--- src/rtl/sevenseg_pkg.sv ---
// Shared seven-segment definitions: active-low patterns (bit0=a .. bit6=g)
// and the scan-decoder FSM state type.
package sevenseg_pkg;

    localparam logic [6:0] SEG_0     = 7'h40;
    localparam logic [6:0] SEG_1     = 7'h79;
    localparam logic [6:0] SEG_2     = 7'h24;
    localparam logic [6:0] SEG_3     = 7'h30;
    localparam logic [6:0] SEG_4     = 7'h19;
    localparam logic [6:0] SEG_5     = 7'h12;
    localparam logic [6:0] SEG_6     = 7'h02;
    localparam logic [6:0] SEG_7     = 7'h78;
    localparam logic [6:0] SEG_8     = 7'h00;
    localparam logic [6:0] SEG_9     = 7'h10;
    localparam logic [6:0] SEG_A     = 7'h08;
    localparam logic [6:0] SEG_B     = 7'h03;
    localparam logic [6:0] SEG_C     = 7'h46;
    localparam logic [6:0] SEG_D     = 7'h21;
    localparam logic [6:0] SEG_E     = 7'h06;
    localparam logic [6:0] SEG_F     = 7'h0E;
    localparam logic [6:0] SEG_BLANK = 7'h7F;

    typedef enum logic [1:0] {
        SETTLE  = 2'd0,
        CAPTURE = 2'd1,
        HOLD    = 2'd2
    } scan_state_e;

endpackage

--- src/rtl/sevenseg_pattern_decode.sv ---
// Combinational inverse of the display encoder: 7-bit active-low pattern to
// {hit, blank, nibble}.
module sevenseg_pattern_decode
    import sevenseg_pkg::*;
(
    input  logic [6:0] pattern,
    output logic       hit,
    output logic       blank,
    output logic [3:0] nibble
);

    // Pattern lookup; anything not in the table is neither a hit nor blank.
    always_comb begin
        hit    = 1'b1;
        blank  = 1'b0;
        nibble = 4'h0;
        case (pattern)
            SEG_0:     nibble = 4'h0;
            SEG_1:     nibble = 4'h1;
            SEG_2:     nibble = 4'h2;
            SEG_3:     nibble = 4'h3;
            SEG_4:     nibble = 4'h4;
            SEG_5:     nibble = 4'h5;
            SEG_6:     nibble = 4'h6;
            SEG_7:     nibble = 4'h7;
            SEG_8:     nibble = 4'h8;
            SEG_9:     nibble = 4'h9;
            SEG_A:     nibble = 4'hA;
            SEG_B:     nibble = 4'hB;
            SEG_C:     nibble = 4'hC;
            SEG_D:     nibble = 4'hD;
            SEG_E:     nibble = 4'hE;
            SEG_F:     nibble = 4'hF;
            SEG_BLANK: begin
                hit   = 1'b0;
                blank = 1'b1;
            end
            default:   hit = 1'b0;
        endcase
    end

endmodule

--- src/rtl/sevenseg_scan_decoder.sv ---
// Snoops a multiplexed active-low seven-segment bus and decodes stable digits
// into a per-digit register file. Optional saturating error counter: SEVENSEG_ERRCNT_EN.
module sevenseg_scan_decoder
    import sevenseg_pkg::*;
#(
    parameter int NUM_DIGITS    = 8,
    parameter int STABLE_CYCLES = 4
) (
    input  logic                    clock,
    input  logic                    reset_L,
    input  logic [6:0]              seg,
    input  logic [NUM_DIGITS-1:0]   an_L,
    input  logic                    clear,
    output logic [4*NUM_DIGITS-1:0] hex_out,
    output logic [NUM_DIGITS-1:0]   digit_valid,
    output logic                    frame_done,
    output logic                    pattern_err
`ifdef SEVENSEG_ERRCNT_EN
    ,
    output logic [7:0]              err_count
`endif
);

    localparam int SW = 7 + NUM_DIGITS;
    localparam int CW = $clog2(STABLE_CYCLES);
    localparam logic [CW-1:0] CNT_MAX = CW'(STABLE_CYCLES - 1);

    logic [SW-1:0]           bus_s, s_q;
    logic [CW-1:0]           cnt_d, cnt_q;
    scan_state_e             state_d, state_q;
    logic [NUM_DIGITS-1:0]   sel_s;
    logic                    change_s, onehot_s, capture_s;
    logic                    hit_s, blank_s;
    logic [3:0]              nibble_s;
    logic [4*NUM_DIGITS-1:0] hex_d, hex_q;
    logic [NUM_DIGITS-1:0]   valid_d, valid_q, seen_d, seen_q;
    logic                    fdone_d, fdone_q, perr_d, perr_q;
`ifdef SEVENSEG_ERRCNT_EN
    logic [7:0]              ec_d, ec_q;
`endif

    assign bus_s    = {seg, an_L};
    assign change_s = (bus_s != s_q);
    assign sel_s    = ~s_q[NUM_DIGITS-1:0];
    assign onehot_s = (sel_s != {NUM_DIGITS{1'b0}}) &&
                      ((sel_s & (sel_s - NUM_DIGITS'(1))) == {NUM_DIGITS{1'b0}});

    sevenseg_pattern_decode u_decode (
        .pattern (s_q[SW-1:NUM_DIGITS]),
        .hit     (hit_s),
        .blank   (blank_s),
        .nibble  (nibble_s)
    );

    // Stability counter: restarts on any bus change, saturates at the threshold.
    always_comb begin
        if (change_s) begin
            cnt_d = {CW{1'b0}};
        end else if (cnt_q == CNT_MAX) begin
            cnt_d = cnt_q;
        end else begin
            cnt_d = cnt_q + CW'(1);
        end
    end

    // Capture FSM. A change seen during CAPTURE (counter already restarted)
    // goes straight back to SETTLE so it cannot be lost for short thresholds.
    always_comb begin
        state_d   = state_q;
        capture_s = 1'b0;
        case (state_q)
            SETTLE: begin
                if ((cnt_q == CNT_MAX) && onehot_s) begin
                    state_d   = CAPTURE;
                    capture_s = 1'b1;
                end else begin
                    state_d   = SETTLE;
                end
            end
            CAPTURE: begin
                if (change_s || (cnt_q != CNT_MAX)) begin
                    state_d = SETTLE;
                end else begin
                    state_d = HOLD;
                end
            end
            HOLD: begin
                if (change_s || (cnt_q != CNT_MAX)) begin
                    state_d = SETTLE;
                end else begin
                    state_d = HOLD;
                end
            end
            default: state_d = SETTLE;
        endcase
    end

    // Result register file, frame tracking and error pulse; clear beats capture.
    always_comb begin
        hex_d   = hex_q;
        valid_d = valid_q;
        seen_d  = seen_q;
        fdone_d = 1'b0;
        perr_d  = 1'b0;
        if (clear) begin
            hex_d   = {(4*NUM_DIGITS){1'b0}};
            valid_d = {NUM_DIGITS{1'b0}};
            seen_d  = {NUM_DIGITS{1'b0}};
        end else begin
            if (&seen_q) begin
                fdone_d = 1'b1;
                seen_d  = {NUM_DIGITS{1'b0}};
            end else begin
                fdone_d = 1'b0;
            end
            if (capture_s) begin
                for (int i = 0; i < NUM_DIGITS; i++) begin
                    if (sel_s[i]) begin
                        seen_d[i] = 1'b1;
                        if (hit_s) begin
                            hex_d[4*i +: 4] = nibble_s;
                            valid_d[i]      = 1'b1;
                        end else begin
                            valid_d[i] = 1'b0;
                            perr_d     = ~blank_s;
                        end
                    end else begin
                        seen_d[i] = seen_d[i];
                    end
                end
            end else begin
                perr_d = 1'b0;
            end
        end
    end

`ifdef SEVENSEG_ERRCNT_EN
    // Saturating error counter.
    always_comb begin
        if (clear) begin
            ec_d = 8'h00;
        end else if (perr_d && (ec_q != 8'hFF)) begin
            ec_d = ec_q + 8'h01;
        end else begin
            ec_d = ec_q;
        end
    end
`endif

    // State registers.
    always_ff @(posedge clock or negedge reset_L) begin
        if (!reset_L) begin
            s_q     <= {SW{1'b1}};
            cnt_q   <= {CW{1'b0}};
            state_q <= SETTLE;
            hex_q   <= {(4*NUM_DIGITS){1'b0}};
            valid_q <= {NUM_DIGITS{1'b0}};
            seen_q  <= {NUM_DIGITS{1'b0}};
            fdone_q <= 1'b0;
            perr_q  <= 1'b0;
`ifdef SEVENSEG_ERRCNT_EN
            ec_q    <= 8'h00;
`endif
        end else begin
            s_q     <= bus_s;
            cnt_q   <= cnt_d;
            state_q <= state_d;
            hex_q   <= hex_d;
            valid_q <= valid_d;
            seen_q  <= seen_d;
            fdone_q <= fdone_d;
            perr_q  <= perr_d;
`ifdef SEVENSEG_ERRCNT_EN
            ec_q    <= ec_d;
`endif
        end
    end

    assign hex_out     = hex_q;
    assign digit_valid = valid_q;
    assign frame_done  = fdone_q;
    assign pattern_err = perr_q;
`ifdef SEVENSEG_ERRCNT_EN
    assign err_count   = ec_q;
`endif

endmodule

--- config.mk ---
export PLATFORM = sky130hd
export DESIGN_NAME = sevenseg_scan_decoder
export DESIGN_NICKNAME = d
export VERILOG_FILES = /design/src/rtl/sevenseg_pkg.sv /design/src/rtl/sevenseg_pattern_decode.sv /design/src/rtl/sevenseg_scan_decoder.sv
export SDC_FILE = /design/constraint.sdc
export NUM_CORES = 1
export LEC_CHECK = 0
export CAP_MARGIN = 10
export CORE_AREA = 4 4 65 127
export CTS_CLUSTER_DIAMETER = 200
export CTS_CLUSTER_SIZE = 20
export DETAILED_ROUTE_END_ITERATION = 7
export DIE_AREA = 0 0 69 131
export MAX_ROUTING_LAYER = met4
export PLACE_DENSITY = 0.73
export SLEW_MARGIN = 20
export SYNTH_ARGS = -nofsm -noshare
export SYNTH_HDL_FRONTEND = slang
export SYNTH_SLANG_ARGS = --single-unit
--- constraint.sdc ---
create_clock -name clock -period 2.2 [get_ports clock]
set_clock_uncertainty 0.05 [all_clocks]
set_input_delay 0.33 -clock clock [delete_from_list [all_inputs] [get_ports clock]]
set_output_delay 0.33 -clock clock [all_outputs]
set_load 0.005 [all_outputs]
==> run summary <==
CP required: 2.36 ns
Async SR Flop Fraction: 100%
Post-synth EDFFs: 0
Hold/Removal Path Class: in2reg
Placed wire-length estimate: 6470 um
Max-Cap Viols: 0
Largest net degree at the start of global routing: 70
Routed via count: 2826
Vias per inst: 5.48
Iter 0 DRT Violations: 187
Max stage delay cell, worst path: dfstp_2
Clock Pin Slew Worst Setup and Hold Paths: 0.05 ns
Share of cells above drive strength 1: 21.2%
Net Sw Frac: 21.5%
Worst r2r src: s_q[9]
CP cell instances: or4b_1 > a211o_1 > nand3_2 > and4b_1 > buf_6 > o21ba_4 > a2bb2o_2
Ant. Diodes: 0
First-pass GRT wire length: 14200 um
Reg2reg end: hex_out[21]
CP startpoint: s_q[9]
Crit path max fanout: 9
Status: complete, but fails checks
Synth Area per Inst: 10.1 um^2
CTS sink count: 69
Core Footprint: 7270 um^2
DRC viols: 0
Yosys reg bits: 69
R2R setup slack: -0.12 ns
Synth area leader: dfrtp_1
Delay of the slowest cell on the worst path: 0.52 ns
Gr ovfl total: 0
Crit start category: register
LEAKAGE: 1.95 nW
Vias in the first global route: 2953
Clk_lat worst skew: 0.33 ns
Achievable Freq: 430 MHz
Non-filler cells, final: 516
Site Rows: 44
Fin. Hold Viols: 0
Worst setup EP type: register
Worst slew pin tran: 0.416 ns
Internal power: 2.33 mW
Placer Congestion: 0.834
Crit-path leading delay family: simple AND/OR/NAND/NOR gates
Total wire length: 8900 um
Synthesis warning total: 0
Synthesized instance count: 332
Mapped cell area: 3340 um^2
Headroom to the max-slew limit: 71.9%
Commonest register cell after synthesis: dfrtp_1
Die W: 69 um
Seq/Total Area, Yosys: 52.3%
Power Dens Cells: 642 nW/um^2
Critical path type: reg2reg
DP Worst Slack: -0.145 ns
# setup viols final: 22
Period utilization: 106%
TritonCTS clock tree: done
CTS buffer count: 9
WL/cell: 17.2 um
Switching pwr: 0.640 mW
Synth top area share: 40.5%
Die Area: 9040 um^2
Die height: 131 um
Post-route setup slack: -0.124 ns
FF-to-FF path depth: 7
P&R area growth vs syn: 38.6%
Post-route ant nets: 0
Worst Path Buf+Inv: 1
Min Tclk post-route: 2.32 ns
Seq pwr share: 44.3%
1st-pass router iterations: 4
Critical path depth: 7
Clock network power share: 47.6%
Synth top area cells: dfrtp_1 40%, dfstp_2 12%, xor2_1 4.7%, nand2b_1 4.3%, a21oi_1 3.1%
Initial antenna violation count: 0
# H-tree levels: 3
Slew Viols, Final: 0
GRT Util Overall: 20.7%
I/O pins: 60
Max Root-Sink Buffers: 2
Peak VDD IR: 0.522 mV
Initial Util: 45.9%
Crit path capture: hex_out[21]
Nets: 440
Post-placement cell count: 498
RSZ-0062 raised after global routing: yes
TNS Setup: -1.43 ns
Count of different cell masters after synthesis: 48
CP arrival: 2.49 ns
Syn Nets: 353
Hold path start: seg[6]
Failing checks: setup timing
Power share of the combinational group: 8.1%
Port Buffers: 59
Root Driver: clkbuf_16
[per-stage QoR]
stage	total power [mW]	util [%]	instance area (um^2)	hold WS, ns
final	2.97	63.7	4630	0.409
after global routing	3.07	63.7	4630	0.408
after CTS	2.99	63.2	4590	0.404
after detailed placement	1.57	58.5	4250	0.336
after global placement	1.56	58.5	4250	0.314
after floorplan	1.44	-	3360	-0.0156
[sequential cells by signal (all words and copies together) (netlist names)]
| name | flops |
|---|---|
| s_q | 15 |
| cnt_q | 2 |
| pattern_err | 1 |
| hex_out | 32 |
| seen_q | 8 |
| state_q | 2 |
| digit_valid | 8 |
| frame_done | 1 |
[what timing repair did]
action | 4_1_cts | 5_1_grt
pin swaps | 0 | 1
gates cloned | 0 | 0
hold buffers | 1 | 0
buffers inserted | 1 | 0
hold endpoints to repair | 34 | 0
setup endpoints to repair | 31 | 40
resized for setup | 7 | 9
[final cells by class]
cell class	count	area [um^2]
Multi-Input combinational cell	232	1530
Inverter	9	33.8
Clock buffer	16	303
Fill cell	630	2640
Tap cell	92	115
Sequential cell	69	1750
Timing Repair Buffer	98	901
[power groups by stage]
stage	combinational, mW	clock [mW]	sequential (mW)
2_1_floorplan	0.109	0	1.33
4_1_cts	0.239	1.43	1.32
3_3_place_gp	0.227	0	1.34
5_1_grt	0.261	1.49	1.32
6_report	0.239	1.41	1.32
3_5_place_dp	0.231	0	1.34
[routing by layer]
| metal | vias to the layer above | global-route usage, % | routed length, um |
|---|---|---|---|
| li1 | 1336 | - | - |
| met4 | 0 | 12.3 | 271 |
| met5 | - | - | 0 |
| met3 | 23 | 2.91 | 215 |
| met1 | 1397 | 20.3 | 3310 |
| met2 | 70 | 38.3 | 5100 |
[synth_stat cells, types with 6 or more instances]
library cell	count
dfrtp_1	54
nor2_1	21
nand2_1	23
xor2_1	18
mux2i_1	8
clkbuf_1	16
nor2b_1	13
o21ai_0	11
nand3_1	8
o22ai_1	14
dfstp_2	15
nand4_1	6
inv_1	9
nand2b_1	23
a21oi_1	21
or3_1	8
[how the worst min path moves through the flow]
stage / slack, ns / cells past startpoint / end
floorplan: -0.02 / 0 / cnt_q[0]
global placement: 0.31 / 2 / frame_done
detailed placement: 0.34 / 2 / frame_done
CTS: 0.40 / 1 / s_q[14]
global route: 0.41 / 1 / s_q[14]
finish: 0.41 / 1 / s_q[14]
[logic make-up (layout without fill, tap and decap cells)]
| family | after synthesis | after routing | share of synthesized area, % |
|---|---|---|---|
| mux | 8 | 8 | 2.40 |
| buf+inv | 31 | 123 | 3.67 |
| flops | 69 | 69 | 52.3 |
| simple gates | 132 | 132 | 21.9 |
| compound gates | 69 | 69 | 13.4 |
| xor+xnor | 19 | 19 | 4.99 |
| fa+ha+maj | 4 | 4 | 1.42 |
[layout by cell type (no fill, tap or decap), drive strengths merged, types with 4 or more instances in the layout]
cell           instances
a21oi                 21
clkdlybuf4s50         58
nand2b                23
mux2i                  8
o2bb2ai                4
o22ai                 14
dfstp                 15
xor2                  18
or2                    7
clkbuf                16
nand3                  9
inv                    9
o21ai                 11
or3                    8
nor2                  21
nor4                   5
dfrtp                 54
nor2b                 13
nand2                 23
buf                   39
nand4                  6
[worst register-to-register path, stage by stage (launching register included)]
cell	delay, ns
dfstp_2	0.52
or4b_1	0.42
a211o_1	0.30
nand3_2	0.09
and4b_1	0.23
buf_6	0.15
o21ba_4	0.19
a2bb2o_2	0.25
(Power assumes the default switching activity.)
